==> config.mk <==
export PLATFORM = sky130hd
export DESIGN_NAME = drd_result_rx_flat
export DESIGN_NICKNAME = d
export VERILOG_FILES = /design/src/rtl/drd_result_rx_if.sv /design/src/rtl/drd_result_rx.sv /design/src/flat_wrapper.sv
export SDC_FILE = /design/constraint.sdc
export NUM_CORES = 1
export LEC_CHECK = 0
export ABC_AREA = 1
export CAP_MARGIN = 20
export CELL_PAD_IN_SITES_DETAIL_PLACEMENT = 0
export CELL_PAD_IN_SITES_GLOBAL_PLACEMENT = 2
export CORE_UTILIZATION = 34
export CTS_CLUSTER_SIZE = 40
export DETAILED_ROUTE_END_ITERATION = 10
export GPL_ROUTABILITY_DRIVEN = 0
export MAX_ROUTING_LAYER = met4
export PLACE_DENSITY_LB_ADDON = 0.12
export SETUP_SLACK_MARGIN = 0.4
export SLEW_MARGIN = 40
export SYNTH_ARGS = -nofsm -noshare
export SYNTH_HDL_FRONTEND = slang
export SYNTH_SLANG_ARGS = --single-unit
==> constraint.sdc <==
create_clock -name clk -period 2.9 [get_ports clk]
set_input_delay 0.58 -clock clk [delete_from_list [all_inputs] [get_ports clk]]
set_output_delay 0.58 -clock clk [all_outputs]
set_load 0.01 [all_outputs]
==> src/rtl/drd_result_rx_if.sv <==
// rtl/drd_result_rx_if.sv - dual-rail result bus and single-ended output handshake (DRD_RX_PARITY_EN adds the parity pair)
interface drd_result_rx_if #(
  parameter int W = 32
);
  logic [W-1:0] y;
  logic [W-1:0] yn;
`ifdef DRD_RX_PARITY_EN
  logic         y_par;
  logic         yn_par;
`endif
  logic [W-1:0] out_data;
  logic         out_valid;
  logic         out_ready;

`ifdef DRD_RX_PARITY_EN
  modport master (output y, yn, y_par, yn_par, out_ready, input out_data, out_valid);
  modport slave  (input y, yn, y_par, yn_par, out_ready, output out_data, out_valid);
`else
  modport master (output y, yn, out_ready, input out_data, out_valid);
  modport slave  (input y, yn, out_ready, output out_data, out_valid);
`endif
endinterface

==> src/rtl/drd_result_rx.sv <==
// rtl/drd_result_rx.sv - dual-rail result receiver with completion FSM and FWFT output FIFO (optional DRD_RX_PARITY_EN)
module drd_result_rx #(
  parameter int W     = 32,
  parameter int DEPTH = 4,
  parameter int TMO   = 15
) (
  input  logic           clk,
  input  logic           rst_n,
  drd_result_rx_if.slave bus,
  output logic           err_ill,
  output logic           err_tmo,
  output logic           err_ovf,
`ifdef DRD_RX_PARITY_EN
  output logic           err_par,
`endif
  input  logic           err_clr,
  output logic           busy
);
  localparam int AW = $clog2(DEPTH);
  localparam logic [AW:0] FULL_CNT = (AW + 1)'(DEPTH);
  localparam logic [7:0]  TMO_CNT  = 8'(TMO);

  localparam logic [1:0] ST_SPACER   = 2'd0;
  localparam logic [1:0] ST_PARTIAL  = 2'd1;
  localparam logic [1:0] ST_COMPLETE = 2'd2;
  localparam logic [1:0] ST_DRAIN    = 2'd3;

  logic [W-1:0]  yr;
  logic [W-1:0]  ynr;
`ifdef DRD_RX_PARITY_EN
  logic          yr_par;
  logic          ynr_par;
`endif
  logic [1:0]    state;
  logic [7:0]    cnt;
  logic [W-1:0]  mem [DEPTH];
  logic [AW-1:0] wr_ptr;
  logic [AW-1:0] rd_ptr;
  logic [AW-1:0] rd_next;
  logic [AW:0]   count;
  logic [AW:0]   count_next;
  logic [W-1:0]  out_data_q;

  logic allsp;
  logic allv;
  logic ill;
  logic par_ok;
  logic evaluating;
  logic accept;
  logic full;
  logic pop;
  logic push;
  logic ovf_evt;
  logic ill_evt;
  logic tmo_evt;

  // Register the raw rails; all classification looks only at this copy
  always_ff @(posedge clk or negedge rst_n) begin
    if (!rst_n) begin
      yr  <= '0;
      ynr <= '0;
`ifdef DRD_RX_PARITY_EN
      yr_par  <= 1'b0;
      ynr_par <= 1'b0;
`endif
    end else begin
      yr  <= bus.y;
      ynr <= bus.yn;
`ifdef DRD_RX_PARITY_EN
      yr_par  <= bus.y_par;
      ynr_par <= bus.yn_par;
`endif
    end
  end

  // Word classification: spacer=00, valid=01/10, illegal=11 per rail pair
  always_comb begin
    allsp  = ~|(yr | ynr);
    allv   = &(yr ^ ynr);
    ill    = |(yr & ynr);
`ifdef DRD_RX_PARITY_EN
    allsp  = allsp & ~(yr_par | ynr_par);
    allv   = allv & (yr_par ^ ynr_par);
    ill    = ill | (yr_par & ynr_par);
    par_ok = ~(^yr ^ yr_par);
`else
    par_ok = 1'b1;
`endif
  end

  // The push decision is committed on the edge that enters COMPLETE, so a
  // codeword lands in the FIFO one edge after it is registered.
  assign evaluating = (state == ST_SPACER) || (state == ST_PARTIAL);
  assign accept     = evaluating && !ill && allv;
  assign full       = (count == FULL_CNT);
  assign pop        = bus.out_valid && bus.out_ready;
  assign push       = accept && par_ok && (!full || pop);
  assign ovf_evt    = accept && par_ok && full && !pop;
  assign ill_evt    = evaluating && ill;
  assign tmo_evt    = (state == ST_PARTIAL) && !ill && !allv && (cnt == TMO_CNT);

  // Completion FSM with partial-word timeout counter
  always_ff @(posedge clk or negedge rst_n) begin
    if (!rst_n) begin
      state <= ST_SPACER;
      cnt   <= 8'd0;
    end else begin
      case (state)
        ST_SPACER: begin
          if (ill) begin
            state <= ST_SPACER;
          end else if (allv) begin
            state <= ST_COMPLETE;
          end else if (!allsp) begin
            state <= ST_PARTIAL;
            cnt   <= 8'd0;
          end
        end
        ST_PARTIAL: begin
          if (ill) begin
            state <= ST_DRAIN;
          end else if (allv) begin
            state <= ST_COMPLETE;
          end else if (cnt == TMO_CNT) begin
            state <= ST_DRAIN;
          end else begin
            cnt <= cnt + 8'd1;
          end
        end
        ST_COMPLETE: state <= ST_DRAIN;
        default: begin
          if (allsp) state <= ST_SPACER;
        end
      endcase
    end
  end

  // Sticky error flags; a new event in the same cycle beats err_clr
  always_ff @(posedge clk or negedge rst_n) begin
    if (!rst_n) begin
      err_ill <= 1'b0;
      err_tmo <= 1'b0;
      err_ovf <= 1'b0;
`ifdef DRD_RX_PARITY_EN
      err_par <= 1'b0;
`endif
    end else begin
      err_ill <= (err_ill & ~err_clr) | ill_evt;
      err_tmo <= (err_tmo & ~err_clr) | tmo_evt;
      err_ovf <= (err_ovf & ~err_clr) | ovf_evt;
`ifdef DRD_RX_PARITY_EN
      err_par <= (err_par & ~err_clr) | (accept & ~par_ok);
`endif
    end
  end

  // Next read pointer and occupancy
  always_comb begin
    rd_next    = pop ? rd_ptr + 1'b1 : rd_ptr;
    count_next = count;
    case ({push, pop})
      2'b10:   count_next = count + 1'b1;
      2'b01:   count_next = count - 1'b1;
      default: count_next = count;
    endcase
  end

  // FIFO storage; contents need no reset since reads are gated by occupancy
  always_ff @(posedge clk) begin
    if (push) mem[wr_ptr] <= yr;
  end

  // FIFO pointers and a registered head so out_data holds when the FIFO empties
  always_ff @(posedge clk or negedge rst_n) begin
    if (!rst_n) begin
      wr_ptr     <= '0;
      rd_ptr     <= '0;
      count      <= '0;
      out_data_q <= '0;
    end else begin
      if (push) wr_ptr <= wr_ptr + 1'b1;
      rd_ptr <= rd_next;
      count  <= count_next;
      if (count_next != '0) begin
        out_data_q <= (push && (rd_next == wr_ptr)) ? yr : mem[rd_next];
      end
    end
  end

  assign bus.out_data  = out_data_q;
  assign bus.out_valid = (count != '0);
  assign busy          = (state != ST_SPACER);

endmodule
==> src/flat_wrapper.sv <==
// flat-port wrapper written by rule: the top's interface ports become plain ports
module drd_result_rx_flat 
#(
  parameter int W     = 32,
  parameter int DEPTH = 4,
  parameter int TMO   = 15
)
  (clk, rst_n, err_ill, err_tmo, err_ovf, err_clr, busy, bus_y, bus_yn, bus_out_ready, bus_out_data, bus_out_valid);
  drd_result_rx_if #(.W(W)) bus_i ();
  input  logic clk;
  input  logic rst_n;
  output logic err_ill;
  output logic err_tmo;
  output logic err_ovf;
  input  logic err_clr;
  output logic busy;
  input wire logic [$bits(bus_i.y)-1:0] bus_y;
  input wire logic [$bits(bus_i.yn)-1:0] bus_yn;
  input wire logic [$bits(bus_i.out_ready)-1:0] bus_out_ready;
  output wire logic [$bits(bus_i.out_data)-1:0] bus_out_data;
  output wire logic [$bits(bus_i.out_valid)-1:0] bus_out_valid;
  assign bus_i.y = bus_y;
  assign bus_i.yn = bus_yn;
  assign bus_i.out_ready = bus_out_ready;
  assign bus_out_data = bus_i.out_data;
  assign bus_out_valid = bus_i.out_valid;
  drd_result_rx #(.W(W), .DEPTH(DEPTH), .TMO(TMO)) u_core (.clk(clk), .rst_n(rst_n), .bus(bus_i), .err_ill(err_ill), .err_tmo(err_tmo), .err_ovf(err_ovf), .err_clr(err_clr), .busy(busy));
endmodule
==> results.md <==
- The cell area after synthesis is 0.0109 mm^2.
- The final critical-path share of the clock period is 98.6%.
- The final critical-path required period is 2.86 ns.
- The routed length per instance is 18.2 um.
- Entering global routing, the biggest net connects 53 pins.
- The arrival time of the worst setup path is 3.29 ns.
- The flow ran to the end, and the final reports show no timing, DRC or antenna violations.
- The first-pass GRT wire length is 45.2 mm.
- During placement, the flow inserted port buffers numbering 104.
- Each instance of the synthesized netlist takes up on average 10.5 um^2.
- 105 I/O pins were placed.
- The sum of negative setup slack is 0 ns.
- The total CTS buffers is 29.
- The critical path goes through inv_2, ha_4, nand4_1, nor2_4, nand2_2, nor2_4, nand3_2, nand2_2, inv_2, fa_2, nand3_2, nand2_2, nor2_4, nand2_8, buf_8, nand2_1, nand2_1.
- The number of synthesized register bits is 244.
- The worst hold margin is 0.0195 ns.
- VDD sags by at most 0.582 mV.
- For this run, design rule violations remaining after detail routing come to 0.
- The setup slack on the worst flop-to-flop path is 0.04 ns.
- The worst register-to-register path has a depth of 17.
- The wire-length estimate of the detail-placed layout is 18.8 mm.
- The most critical setup path has its endpoint at u_core.bus.out_data[11].
- For the pin with the worst max-slew slack, the measured transition is 0.551 ns.
- The number of global-route vias before repair is 7,786.
- The number of buffers on the longest clock path is 3.
- The slowest stage of the critical path is the fa_2 cell.
- For this run, the slowest stage of the critical path takes 0.45 ns.
- The first-iteration detailed-routing DRC count is 369.
- The total number of vias is 7,718.
- The power per unit of standard cell area is 859 mW/mm^2.
- The type of element launching the critical path is a flip-flop.
- The worst setup path startpoint is u_core.yr[18].
- The filler cells instantiated in the layout total 2,937.
- The net count of the finished layout is 1,402.
- Sequential cells were found to cover 62.0% of the synthesized design area.
- In the routed layout, each cell is associated on average with a via count of 4.58.
- The met2 track utilization from global routing is 29.9%.
- The highest clock frequency the design can meet is 350 MHz.
- In this run the vertical extent of the chip is 181 um.
- The overall global routing resource usage is 18.6%.
- The synthesized netlist net count is 1,179.
- CTS placed an instance of clkbuf_16 at the clock tree root.
- For this configuration, the core starts out at a cell density of 34.5%.
- The number of slew-limit violations in the final report is 0.
- For this design, the sink count on the clock tree is 244.
- The tightest min-delay check is of the input port to asynchronous set/reset pin type.
- For this run the aggregate overflow at the end of global routing stands at 0.
- The data required time at the worst endpoint is 3.33 ns.
- Cells with a size suffix above 1 make up 23.9% of the layout.
- The residual antenna-violating net count after detailed routing is 0.
- Setup repair after global routing could not meet its margin everywhere.
- The max-capacitance violation count is 0.
- The worst slew slack as a fraction of its limit is 63.3%.
- The area of the die is 0.0327 mm^2.
- In this run the critical register-to-register path is launched from u_core.yr[18].
- The cell count after synthesis is 1,037.
- The worst register-to-register path ends at u_core.bus.out_data[11].
- The width of the chip is 181 um.
- The post-cts hold buffer count is 0.
- The final setup skew is 0.0159 ns.
- In this run the most used layer during global routing was met2.
- The start-to-end type of the worst setup path is flip-flop to flip-flop.
- Setup violations remaining at the end of the flow were counted as 0.
- The clock slew seen by the registers of the worst setup and hold paths is 0.06 ns.
- The number of endpoints with negative hold slack in the final report is 0.
- For this design the static power due to leakage is 6.53 nW.
- The number of antenna violations at the first check in global routing came to 0.
- The final layout contains routed wiring with a total length of 30.6 mm.
- The warning count from the yosys run is 0.
- The worst setup path is captured at a flip-flop.
- The global-route track usage on met1 is 24.9%.
- The post-route core utilization is 48.1%.
- The met3 track demand over resource is 2.50%.
- Summed over its instances, the top area cell type makes up 35.3% of the synthesized netlist area.
- CTS built an H-tree with a depth of 1.
- From synthesis to final layout, the design area changed by 39.4%.
- The TritonCTS clock tree is built.
- The initialized floorplan defines 65 standard-cell rows.
- In this run the worst path has a maximum fanout of 7.
- The first detailed-routing pass ran for 9 iterations.
- The core region is 0.0316 mm^2.
- The synthesized netlist contains 33 unique library cells.
- Summed over all instances, the cell type with the most area after synthesis is edfxtp_1.
- By area the synthesized netlist is led by edfxtp_1, dfrtp_1, nand2_1.
- The antenna diode count is 0.
- Clock latency on the worst-skew pair, taken at its later pin, is 0.55 ns.
per-layer routing:
layer	routed length, um	share of wire (%)
met5	0	0
met4	722	2.4
met3	959	3.1
met2	14500	47
met1	14400	47
state kept, by name, summed over array words and instances (netlist names):
signal / flops
u_core.mem: 128
u_core.bus.out_data: 32
u_core.ynr: 32
u_core.yr: 32
u_core.cnt: 8
u_core.count: 3
u_core.rd_ptr: 2
u_core.state: 2
u_core.wr_ptr: 2
u_core.err_ill: 1
u_core.err_ovf: 1
u_core.err_tmo: 1
worst max-delay path: cells and delay by family, from the launching register on:
family / cells / cell delay, ns
AND/OR/NAND/NOR: 12 / 1.31
adder cells (fa/ha/maj): 2 / 0.72
flip-flops: 1 / 0.40
buffers and inverters: 3 / 0.28
area by class of cell:
cell class                      instances  area, um^2  share of cell area [%]
Clock buffer                           38         769                    5.07
Clock inverter                         15         121                   0.800
Inverter                              103         392                    2.58
Multi-Input combinational cell        654        4070                    26.8
Sequential cell                       244        6750                    44.5
Tap cell                              402         503                    3.32
Timing Repair Buffer                  228        2560                    16.9
layout by cell type (no fill, tap or decap), types with 3 or more instances in the layout:
cell type / Yosys / layout
clkinv_2: 0 / 6
clkdlybuf4s50_1: 0 / 102
buf_4: 8 / 76
o31ai_1: 4 / 4
nand4_1: 16 / 16
buf_8: 0 / 5
nand3_1: 44 / 40
nor4_1: 3 / 3
nor2_4: 4 / 13
xor2_1: 4 / 4
buf_6: 6 / 11
ha_4: 0 / 21
dfrtp_2: 0 / 6
o21ai_1: 43 / 41
o21ai_0: 63 / 63
clkbuf_1: 3 / 8
edfxtp_1: 128 / 128
inv_2: 3 / 27
buf_12: 0 / 19
buf_16: 0 / 5
nor3_1: 3 / 3
nand2_4: 1 / 10
a21oi_1: 3 / 3
ha_1: 73 / 52
dfrtp_1: 116 / 110
nor2_1: 82 / 68
clkbuf_16: 0 / 36
nor2_2: 3 / 8
nand2_1: 292 / 245
nand2_2: 7 / 44
nand3_2: 0 / 3
clkinv_1: 1 / 7
inv_1: 99 / 74
metrics by stage:
stage | cell area, um^2 | cells | total power [W] | setup WS (ns)
floorplan | 10900 | 1037 | 0.00687 | 0.186
global placement | 12900 | 1576 | 0.00872 | -0.0400
detailed placement | 12900 | 1576 | 0.00874 | -0.0593
CTS | 14300 | 1655 | 0.0124 | 0.0501
global route | 15200 | 1684 | 0.0139 | -0.0819
finish | 15200 | 1684 | 0.0130 | 0.0414
report_power, final:
part	internal (W)	total, W	switching [W]
sequential	0.00402	0.00426	0.000239
clock	0.00203	0.00346	0.00143
combinational	0.00224	0.00531	0.00307
total	0.00829	0.0130	0.00474
synth_stat cells (all sizes together):
library cell / count
a21oi: 4
buf: 33
clkbuf: 3
clkinv: 1
dfrtp: 116
edfxtp: 128
fa: 1
ha: 73
inv: 102
nand2: 300
nand3: 44
nand4: 18
nor2: 89
nor3: 3
nor4: 3
o21ai: 106
o22ai: 2
o31ai: 4
or2: 1
xnor2: 1
xor2: 5
cell families (layout without fill, tap and decap cells):
logic type               after synthesis  in the layout  share of synthesized area, %
AO/OA/AOI/OAI                        116            116                          5.55
AND/OR/NAND/NOR                      458            458                          17.6
adder cells (fa/ha/maj)               74             74                          8.58
XOR/XNOR                               6              6                         0.552
flip-flops                           244            244                          62.0
buffers and inverters                139            384                          5.70
how the worst min path moves through the flow:
stage                                  startpoint  cells after the start                      end
after global placement    u_core.bus.out_data[10]                      2  u_core.bus.out_data[10]
after detailed placement  u_core.bus.out_data[10]                      2  u_core.bus.out_data[10]
after CTS                                   rst_n                      1             u_core.yr[9]
after global routing                        rst_n                      1            u_core.yr[11]
after floorplan                             rst_n                      0   u_core.bus.out_data[0]
final                                       rst_n                      1            u_core.yr[12]
repair_timing:
action,CTS,global route
resized for setup,45,129
setup buffers,19,21
pin swaps,3,25
cloned,7,8
endpoints found under the setup margin,162,168
Note: power is estimated with default switching activity, not from simulation.
